## config.mk

```make
export PLATFORM = sky130hd
export DESIGN_NAME = spi_word_receiver_flat
export DESIGN_NICKNAME = d
export VERILOG_FILES = /design/src/rtl/spi_word_receiver_pkg.sv /design/src/rtl/spi_word_receiver_if.sv /design/src/rtl/spi_word_receiver_fifo.sv /design/src/rtl/spi_word_receiver.sv /design/src/flat_wrapper.sv
export SDC_FILE = /design/constraint.sdc
export NUM_CORES = 1
export LEC_CHECK = 0
export BUFFER_PORTS_ARGS = -buffer_cell sky130_fd_sc_hd__buf_2
export CORE_ASPECT_RATIO = 0.7
export CORE_MARGIN = 2
export CORE_UTILIZATION = 54
export CTS_CLUSTER_DIAMETER = 60
export DETAILED_ROUTE_END_ITERATION = 16
export GPL_TIMING_DRIVEN = 0
export PLACE_DENSITY = 0.75
export SETUP_SLACK_MARGIN = 0.3
export SYNTH_ARGS = -nofsm -noshare
export SYNTH_HDL_FRONTEND = slang
export SYNTH_SLANG_ARGS = --single-unit
```

## constraint.sdc

```tcl
create_clock -name clk -period 2.6 [get_ports clk]
set_clock_uncertainty 0.2 [all_clocks]
set_input_delay 0.65 -clock clk [delete_from_list [all_inputs] [get_ports clk]]
set_output_delay 0.65 -clock clk [all_outputs]
set_load 0.02 [all_outputs]
```

## src/rtl/spi_word_receiver_pkg.sv

```systemverilog
// Shared SPI receiver types: mode encodings, frame states and sample-edge helper.
package spi_pkg;

  localparam logic [1:0] SPI_MODE0 = 2'b00;
  localparam logic [1:0] SPI_MODE1 = 2'b01;
  localparam logic [1:0] SPI_MODE2 = 2'b10;
  localparam logic [1:0] SPI_MODE3 = 2'b11;

  typedef enum logic [1:0] {
    ST_IDLE  = 2'd0,
    ST_SHIFT = 2'd1,
    ST_FLUSH = 2'd2
  } frame_state_e;

  // Mode is {CPOL,CPHA}; equal bits mean data is sampled on the rising spi_clk edge.
  function automatic logic sample_rising(input logic [1:0] mode);
    return ~(mode[1] ^ mode[0]);
  endfunction

endpackage

```

## src/rtl/spi_word_receiver_if.sv

```systemverilog
// Received-word stream: producer drives data/valid, consumer drives ready.
interface spi_word_receiver_if #(parameter int WORD_WIDTH = 32) ();
  logic [WORD_WIDTH-1:0] out_data;
  logic                  out_valid;
  logic                  out_ready;

  modport master (output out_data, output out_valid, input out_ready);
  modport slave  (input out_data, input out_valid, output out_ready);
endinterface

```

## src/rtl/spi_word_receiver_fifo.sv

```systemverilog
// Word buffer: count-tracked circular RAM, first-word-fall-through read port.
module spi_rx_fifo #(
  parameter int WIDTH = 32,
  parameter int DEPTH = 4
) (
  input  logic             clk,
  input  logic             rst_n,
  input  logic             wr_en,
  input  logic [WIDTH-1:0] wr_data,
  output logic             full,
  input  logic             rd_en,
  output logic [WIDTH-1:0] rd_data,
  output logic             empty
);
  localparam int AW = $clog2(DEPTH);

  logic [WIDTH-1:0] r_mem [DEPTH];
  logic [AW-1:0]    r_wptr, r_rptr;
  logic [AW:0]      r_count;
  logic             w_rd, w_wr;

  assign full    = (r_count == (AW+1)'(DEPTH));
  assign empty   = (r_count == '0);
  assign rd_data = r_mem[r_rptr];
  assign w_rd    = rd_en & ~empty;
  // A pop frees the head slot in the same cycle, so a full FIFO still takes the write.
  assign w_wr    = wr_en & (~full | w_rd);

  always_ff @(posedge clk or negedge rst_n) begin
    if (!rst_n) begin
      r_wptr  <= '0;
      r_rptr  <= '0;
      r_count <= '0;
    end else begin
      if (w_wr) r_wptr <= r_wptr + AW'(1);
      if (w_rd) r_rptr <= r_rptr + AW'(1);
      case ({w_wr, w_rd})
        2'b10:   r_count <= r_count + (AW+1)'(1);
        2'b01:   r_count <= r_count - (AW+1)'(1);
        default: r_count <= r_count;
      endcase
    end
  end

  always_ff @(posedge clk) begin
    if (w_wr) r_mem[r_wptr] <= wr_data;
  end
endmodule

```

## src/rtl/spi_word_receiver.sv

```systemverilog
// SPI slave receiver: synchronises the SPI pins into clk, assembles MSB-first words, buffers them.
module spi_word_receiver
  import spi_pkg::*;
#(
  parameter int WORD_WIDTH = 32,
  parameter int FIFO_DEPTH = 4,
  parameter int SPI_MODE   = 0
) (
  input  logic clk,
  input  logic reset_n,
  input  logic spi_clk,
  input  logic spi_mosi,
  input  logic spi_cs_n,
  input  logic clear_flags,
  output logic overflow,
  output logic frame_error,
  spi_word_receiver_if.master out_if
);
  localparam logic [1:0] MODE        = SPI_MODE[1:0];
  localparam logic       CPOL        = MODE[1];
  localparam logic       SAMPLE_RISE = sample_rising(MODE);
  localparam int         CW          = $clog2(WORD_WIDTH + 1);

  logic [2:0]            r_sclk;
  logic [1:0]            r_mosi, r_cs, r_fill;
  logic                  r_armed;
  frame_state_e          r_state;
  logic [CW-1:0]         r_bits;
  logic [WORD_WIDTH-1:0] r_shift;
  logic                  r_overflow, r_frame_error;

  logic                  w_cs, w_edge, w_active, w_word, w_flush_err;
  logic                  w_full, w_empty, w_pop, w_drop;
  logic [WORD_WIDTH-1:0] w_rd_data;

  assign w_cs        = r_cs[1];
  assign w_edge      = SAMPLE_RISE ? (r_sclk[1] & ~r_sclk[2]) : (~r_sclk[1] & r_sclk[2]);
  // Shifting may start in the same cycle the FSM leaves IDLE, so no first-bit edge is lost.
  assign w_active    = ~w_cs & ((r_state == ST_SHIFT) | ((r_state == ST_IDLE) & r_armed));
  assign w_word      = (r_bits == CW'(WORD_WIDTH));
  assign w_flush_err = (r_state == ST_FLUSH) & (r_bits != '0) & ~w_word;
  assign w_pop       = ~w_empty & out_if.out_ready;
  assign w_drop      = w_word & w_full & ~w_pop;

  always_ff @(posedge clk or negedge reset_n) begin
    if (!reset_n) begin
      r_sclk        <= {3{CPOL}};
      r_mosi        <= '0;
      r_cs          <= 2'b11;
      r_fill        <= '0;
      r_armed       <= 1'b0;
      r_state       <= ST_IDLE;
      r_bits        <= '0;
      r_shift       <= '0;
      r_overflow    <= 1'b0;
      r_frame_error <= 1'b0;
    end else begin
      r_sclk <= {r_sclk[1:0], spi_clk};
      r_mosi <= {r_mosi[0], spi_mosi};
      r_cs   <= {r_cs[0], spi_cs_n};
      r_fill <= {r_fill[0], 1'b1};
      // Only a cs_n seen high after the synchroniser holds real samples arms a new frame,
      // so a frame cut by reset is ignored until cs_n has risen and fallen again.
      if (r_fill[1] & w_cs) r_armed <= 1'b1;

      case (r_state)
        ST_IDLE:  if (~w_cs & r_armed) r_state <= ST_SHIFT;
        ST_SHIFT: if (w_cs) r_state <= ST_FLUSH;
        default:  r_state <= ST_IDLE;
      endcase

      if (w_edge & w_active) begin
        r_shift <= {r_shift[WORD_WIDTH-2:0], r_mosi[1]};
        r_bits  <= w_word ? CW'(1) : r_bits + CW'(1);
      end else if (w_word | w_flush_err) begin
        r_bits <= '0;
      end

      r_overflow    <= w_drop      | (r_overflow    & ~clear_flags);
      r_frame_error <= w_flush_err | (r_frame_error & ~clear_flags);
    end
  end

  spi_rx_fifo #(.WIDTH(WORD_WIDTH), .DEPTH(FIFO_DEPTH)) u_fifo (
    .clk     (clk),
    .rst_n   (reset_n),
    .wr_en   (w_word),
    .wr_data (r_shift),
    .full    (w_full),
    .rd_en   (out_if.out_ready),
    .rd_data (w_rd_data),
    .empty   (w_empty)
  );

  assign out_if.out_valid = ~w_empty;
  assign out_if.out_data  = w_empty ? '0 : w_rd_data;
  assign overflow         = r_overflow;
  assign frame_error      = r_frame_error;
endmodule
```

## src/flat_wrapper.sv

```systemverilog
// flat-port wrapper written by rule: the top's interface ports become plain ports
module spi_word_receiver_flat import spi_pkg::*;
#(
  parameter int WORD_WIDTH = 32,
  parameter int FIFO_DEPTH = 4,
  parameter int SPI_MODE   = 0
)
  (clk, reset_n, spi_clk, spi_mosi, spi_cs_n, clear_flags, overflow, frame_error, out_if_out_data, out_if_out_valid, out_if_out_ready);
  spi_word_receiver_if #(.WORD_WIDTH(WORD_WIDTH)) out_if_i ();
  input  logic clk;
  input  logic reset_n;
  input  logic spi_clk;
  input  logic spi_mosi;
  input  logic spi_cs_n;
  input  logic clear_flags;
  output logic overflow;
  output logic frame_error;
  output wire logic [$bits(out_if_i.out_data)-1:0] out_if_out_data;
  output wire logic [$bits(out_if_i.out_valid)-1:0] out_if_out_valid;
  input wire logic [$bits(out_if_i.out_ready)-1:0] out_if_out_ready;
  assign out_if_out_data = out_if_i.out_data;
  assign out_if_out_valid = out_if_i.out_valid;
  assign out_if_i.out_ready = out_if_out_ready;
  spi_word_receiver #(.WORD_WIDTH(WORD_WIDTH), .FIFO_DEPTH(FIFO_DEPTH), .SPI_MODE(SPI_MODE)) u_core (.clk(clk), .reset_n(reset_n), .spi_clk(spi_clk), .spi_mosi(spi_mosi), .spi_cs_n(spi_cs_n), .clear_flags(clear_flags), .overflow(overflow), .frame_error(frame_error), .out_if(out_if_i));
endmodule
```

==> metrics.txt <==
# TYPE chip_impl_metric gauge
chip_impl_metric{name="synth_fp_nets",unit=""} 403
chip_impl_metric{name="flow.area_growth_from_synthesis",unit="%"} 21.4
chip_impl_metric{name="post-route-period-util",unit=""} 1.06
chip_impl_metric{name="worst_ir_drop_vdd",unit="uV"} 625
chip_impl_metric{name="place.gp.congestion",unit=""} 0.735
chip_impl_metric{name="worstPathRequired",unit="ns"} 1.75
chip_impl_metric{name="maxCapViolations",unit=""} 0
chip_impl_info{name="clockRootBuffer",value="sky130_fd_sc_hd__clkbuf_16"} 1
chip_impl_metric{name="antenna_cells",unit=""} 0
chip_impl_metric{name="placeableCoreArea",unit="mm^2"} 0.0132
chip_impl_metric{name="layoutNonFillerInstCount",unit=""} 679
chip_impl_metric{name="yosys_register_bits",unit=""} 187
chip_impl_metric{name="routed_wirelength",unit="mm"} 14.4
chip_impl_info{name="failing_checks",value="setup timing"} 1
chip_impl_metric{name="dp_worst_setup_slack",unit="ns"} -0.384
chip_impl_metric{name="seq_area_frac_synth",unit=""} 0.726
chip_impl_metric{name="num-nets-final",unit=""} 496
chip_impl_metric{name="finalCoreUtilization",unit=""} 0.673
chip_impl_metric{name="grt.total_usage",unit=""} 0.202
chip_impl_metric{name="drt.antenna.violating_nets",unit=""} 0
chip_impl_metric{name="drt_first_iter_violations",unit=""} 274
chip_impl_metric{name="cts.sinks",unit=""} 187
chip_impl_metric{name="synth_edf_count",unit=""} 128
chip_impl_metric{name="power",unit="mW"} 8.80
chip_impl_metric{name="overflow",unit=""} 0
chip_impl_metric{name="boundaryPins",unit=""} 42
chip_impl_info{name="crit_chain",value="buf_6 -> buf_12 -> mux4_2 -> and2_4 -> buf_6"} 1
chip_impl_metric{name="max-slew-margin-rel",unit=""} 0.458
chip_impl_metric{name="setup_viol",unit=""} 32
chip_impl_metric{name="fin_tns_setup",unit="ns"} -3.94
chip_impl_info{name="cts_tree",value="done"} 1
chip_impl_metric{name="drcViolationCount",unit=""} 0
chip_impl_info{name="rsz0062_at_grt",value="yes"} 1
chip_impl_metric{name="route.vias.total",unit=""} 3803
chip_impl_info{name="dominantRegCellSynth",value="sky130_fd_sc_hd__edfxtp_1"} 1
chip_impl_info{name="synth.cells.most_frequent",value="sky130_fd_sc_hd__edfxtp_1 (128), sky130_fd_sc_hd__dfrtp_1 (57), sky130_fd_sc_hd__mux2_2 (35)"} 1
chip_impl_info{name="status",value="complete, but fails checks"} 1
chip_impl_metric{name="maxClockFrequency",unit="MHz"} 364
chip_impl_metric{name="fp.dieH",unit="um"} 102
chip_impl_metric{name="drive_gt1_frac",unit=""} 0.433
chip_impl_metric{name="synthArstFlopShare",unit=""} 0.316
chip_impl_metric{name="final_design_area_no_fill",unit="mm^2"} 0.00890
chip_impl_metric{name="detailed_place_hpwl",unit="mm"} 7.39
chip_impl_metric{name="path_max_fanout",unit=""} 10
chip_impl_metric{name="initial_antenna_violation_count",unit=""} 1
chip_impl_metric{name="cts-htree-levels",unit=""} 4
chip_impl_metric{name="number_of_global_route_vias_before_repair",unit=""} 3900
chip_impl_metric{name="number_of_cts_inserted_buffers",unit=""} 17
chip_impl_metric{name="wire_per_inst",unit="um"} 21.2
chip_impl_metric{name="fp-row-count",unit=""} 35
chip_impl_info{name="worstSetupStartpointType",value="flop"} 1
chip_impl_metric{name="route.detailed.vias_per_inst",unit=""} 5.60
chip_impl_info{name="end_kind",value="output port"} 1
chip_impl_metric{name="finalWorstPathRequiredPeriod",unit="ns"} 2.75
chip_impl_metric{name="report.final.slew_viol_count",unit=""} 0
chip_impl_metric{name="grt_max_degree",unit=""} 60
chip_impl_metric{name="synth_cells",unit=""} 389
chip_impl_metric{name="yosys.area.top_type_share",unit=""} 0.524
chip_impl_info{name="min_path_type",value="in2async"} 1
chip_impl_metric{name="power.density",unit="mW/mm^2"} 988
chip_impl_metric{name="number_of_buffers_inserted_for_hold_repair_after_clock_tree_synthesis",unit=""} 0
chip_impl_metric{name="placed_cells_incl_taps",unit=""} 614
chip_impl_metric{name="syn_avg_cell_area",unit="um^2"} 18.9
chip_impl_metric{name="worst_pin_slew",unit="ns"} 0.813
chip_impl_metric{name="holdWs",unit="ns"} 0.100
chip_impl_info{name="synth_top_cells_by_area",value="sky130_fd_sc_hd__edfxtp_1 (52%), sky130_fd_sc_hd__dfrtp_1 (19%), sky130_fd_sc_hd__mux4_2 (9.8%)"} 1
chip_impl_info{name="cp_slowest_cell",value="sky130_fd_sc_hd__mux4_2"} 1
chip_impl_metric{name="critical_path_arrival",unit="ns"} 1.90
chip_impl_metric{name="floorplan.die_area",unit="mm^2"} 0.0145
chip_impl_info{name="worst_path_dominant_cell_family",value="multiplexers"} 1
chip_impl_info{name="synth.most_common_cell",value="sky130_fd_sc_hd__edfxtp_1"} 1
chip_impl_metric{name="clk-insertion-delay-late",unit="ns"} 0.42
chip_impl_metric{name="start_util",unit=""} 0.554
chip_impl_metric{name="synth.yosys.warnings",unit=""} 0
chip_impl_info{name="post-synth-top-area-cell",value="sky130_fd_sc_hd__edfxtp_1"} 1
chip_impl_metric{name="fp.dieW",unit="um"} 143
chip_impl_metric{name="placedInstanceArea",unit="mm^2"} 0.00779
chip_impl_metric{name="grt_pass1_wl",unit="mm"} 21.2
chip_impl_info{name="path_class",value="reg2out"} 1
chip_impl_metric{name="numPortBuffers",unit=""} 40
chip_impl_metric{name="cp_num_buf_inv",unit=""} 3
chip_impl_metric{name="synth_cell_type_count",unit=""} 43
chip_impl_metric{name="total_leakage_power",unit="nW"} 3.37
chip_impl_metric{name="clock_path_buffers",unit=""} 2
chip_impl_metric{name="drtPass1Iterations",unit=""} 4
chip_impl_metric{name="nFillCells",unit=""} 923
chip_impl_metric{name="finalHoldViolCount",unit=""} 0
chip_impl_metric{name="clkSlewWorstSetupHoldPaths",unit="ns"} 0.07
chip_impl_info{name="critical_path.most_common_cell",value="sky130_fd_sc_hd__buf_6"} 1
chip_impl_metric{name="mappedNetlistArea",unit="mm^2"} 0.00733
chip_impl_metric{name="finalWorstSetupSlack",unit="ns"} -0.149
chip_impl_metric{name="timing.critical_path.slowest_cell_delay",unit="ns"} 0.51
==> power breakdown <==
part | total, mW | switching, mW | leakage (nW) | internal, mW
clock network | 2.30 | 1.08 | 0.261 | 1.22
logic | 3.03 | 1.57 | 1.22 | 1.46
registers | 3.47 | 0.135 | 1.89 | 3.34
==> cells by family after synthesis <==
group | Yosys count | synth area share
compound gates | 16 | 0.0167
mux | 71 | 0.157
other cells | 1 | 0.000511
flops | 187 | 0.726
xor+xnor | 4 | 0.00580
fa+ha+maj | 7 | 0.0130
buf+inv | 29 | 0.0177
simple gates | 74 | 0.0630
==> layer usage <==
layer  wire length, um  track usage  vias up
li1                  -            -     1703
met1              6260        0.283     1976
met2              7060        0.318      108
met3               938       0.0487       16
met4               160       0.0739        0
met5                 0            0        -
==> flip-flops by register name, indices dropped and copies added, names as in the netlist <==
signal / count
u_core.r_fill: 2
u_core.r_shift: 32
u_core.overflow: 1
u_core.u_fifo.r_wptr: 2
u_core.r_cs: 2
u_core.r_sclk: 3
u_core.u_fifo.r_mem: 128
u_core.frame_error: 1
u_core.u_fifo.r_count: 3
u_core.r_armed: 1
u_core.u_fifo.r_rptr: 2
u_core.r_state: 2
u_core.r_mosi: 2
u_core.r_bits: 6
==> repair_timing <==
item | 4_1_cts | 5_1_grt
buffers inserted | 13 | 13
cloned | 4 | 4
gates resized for setup | 43 | 20
endpoints found under the setup margin | 163 | 162
pin swaps | 8 | 3
==> cell usage in the layout, fill, tap and decap left out, types with 8 or more instances in the layout <==
master	count
sky130_fd_sc_hd__mux4_2	32
sky130_fd_sc_hd__and3_4	10
sky130_fd_sc_hd__edfxtp_1	128
sky130_fd_sc_hd__buf_12	14
sky130_fd_sc_hd__buf_2	36
sky130_fd_sc_hd__dfrtp_1	57
sky130_fd_sc_hd__mux2_2	35
sky130_fd_sc_hd__clkbuf_16	18
sky130_fd_sc_hd__and2_1	27
sky130_fd_sc_hd__inv_1	8
sky130_fd_sc_hd__buf_4	20
==> path summary, 6_finish.rpt <==
kind	from	slack, ns	depth (start not counted)	end
max	u_core.u_fifo.r_rptr[0]	-0.15	5	out_if_out_data[16]
min	reset_n	0.10	1	u_core.r_shift[18]
max reg2reg	u_core.r_bits[0]	0.24	8	u_core.u_fifo.r_count[1]
min reg2reg	u_core.r_fill[0]	0.15	0	u_core.r_fill[1]
max in group asynchronous	reset_n	1.54	1	u_core.r_shift[8]
min in group clk	spi_cs_n	0.13	1	u_core.r_cs[0]
==> area by class of cell <==
type	count	area, um^2	area share
clock inverter	13	93.8	0.0105
clock buffer	18	429	0.0482
timing repair buffer	67	571	0.0641
multi-input combinational	180	2030	0.228
tap	185	231	0.0260
sequential	187	5320	0.598
buffer	18	181	0.0204
inverter	11	41.3	0.00464
No activity file was read; power rests on OpenSTA's default activity.
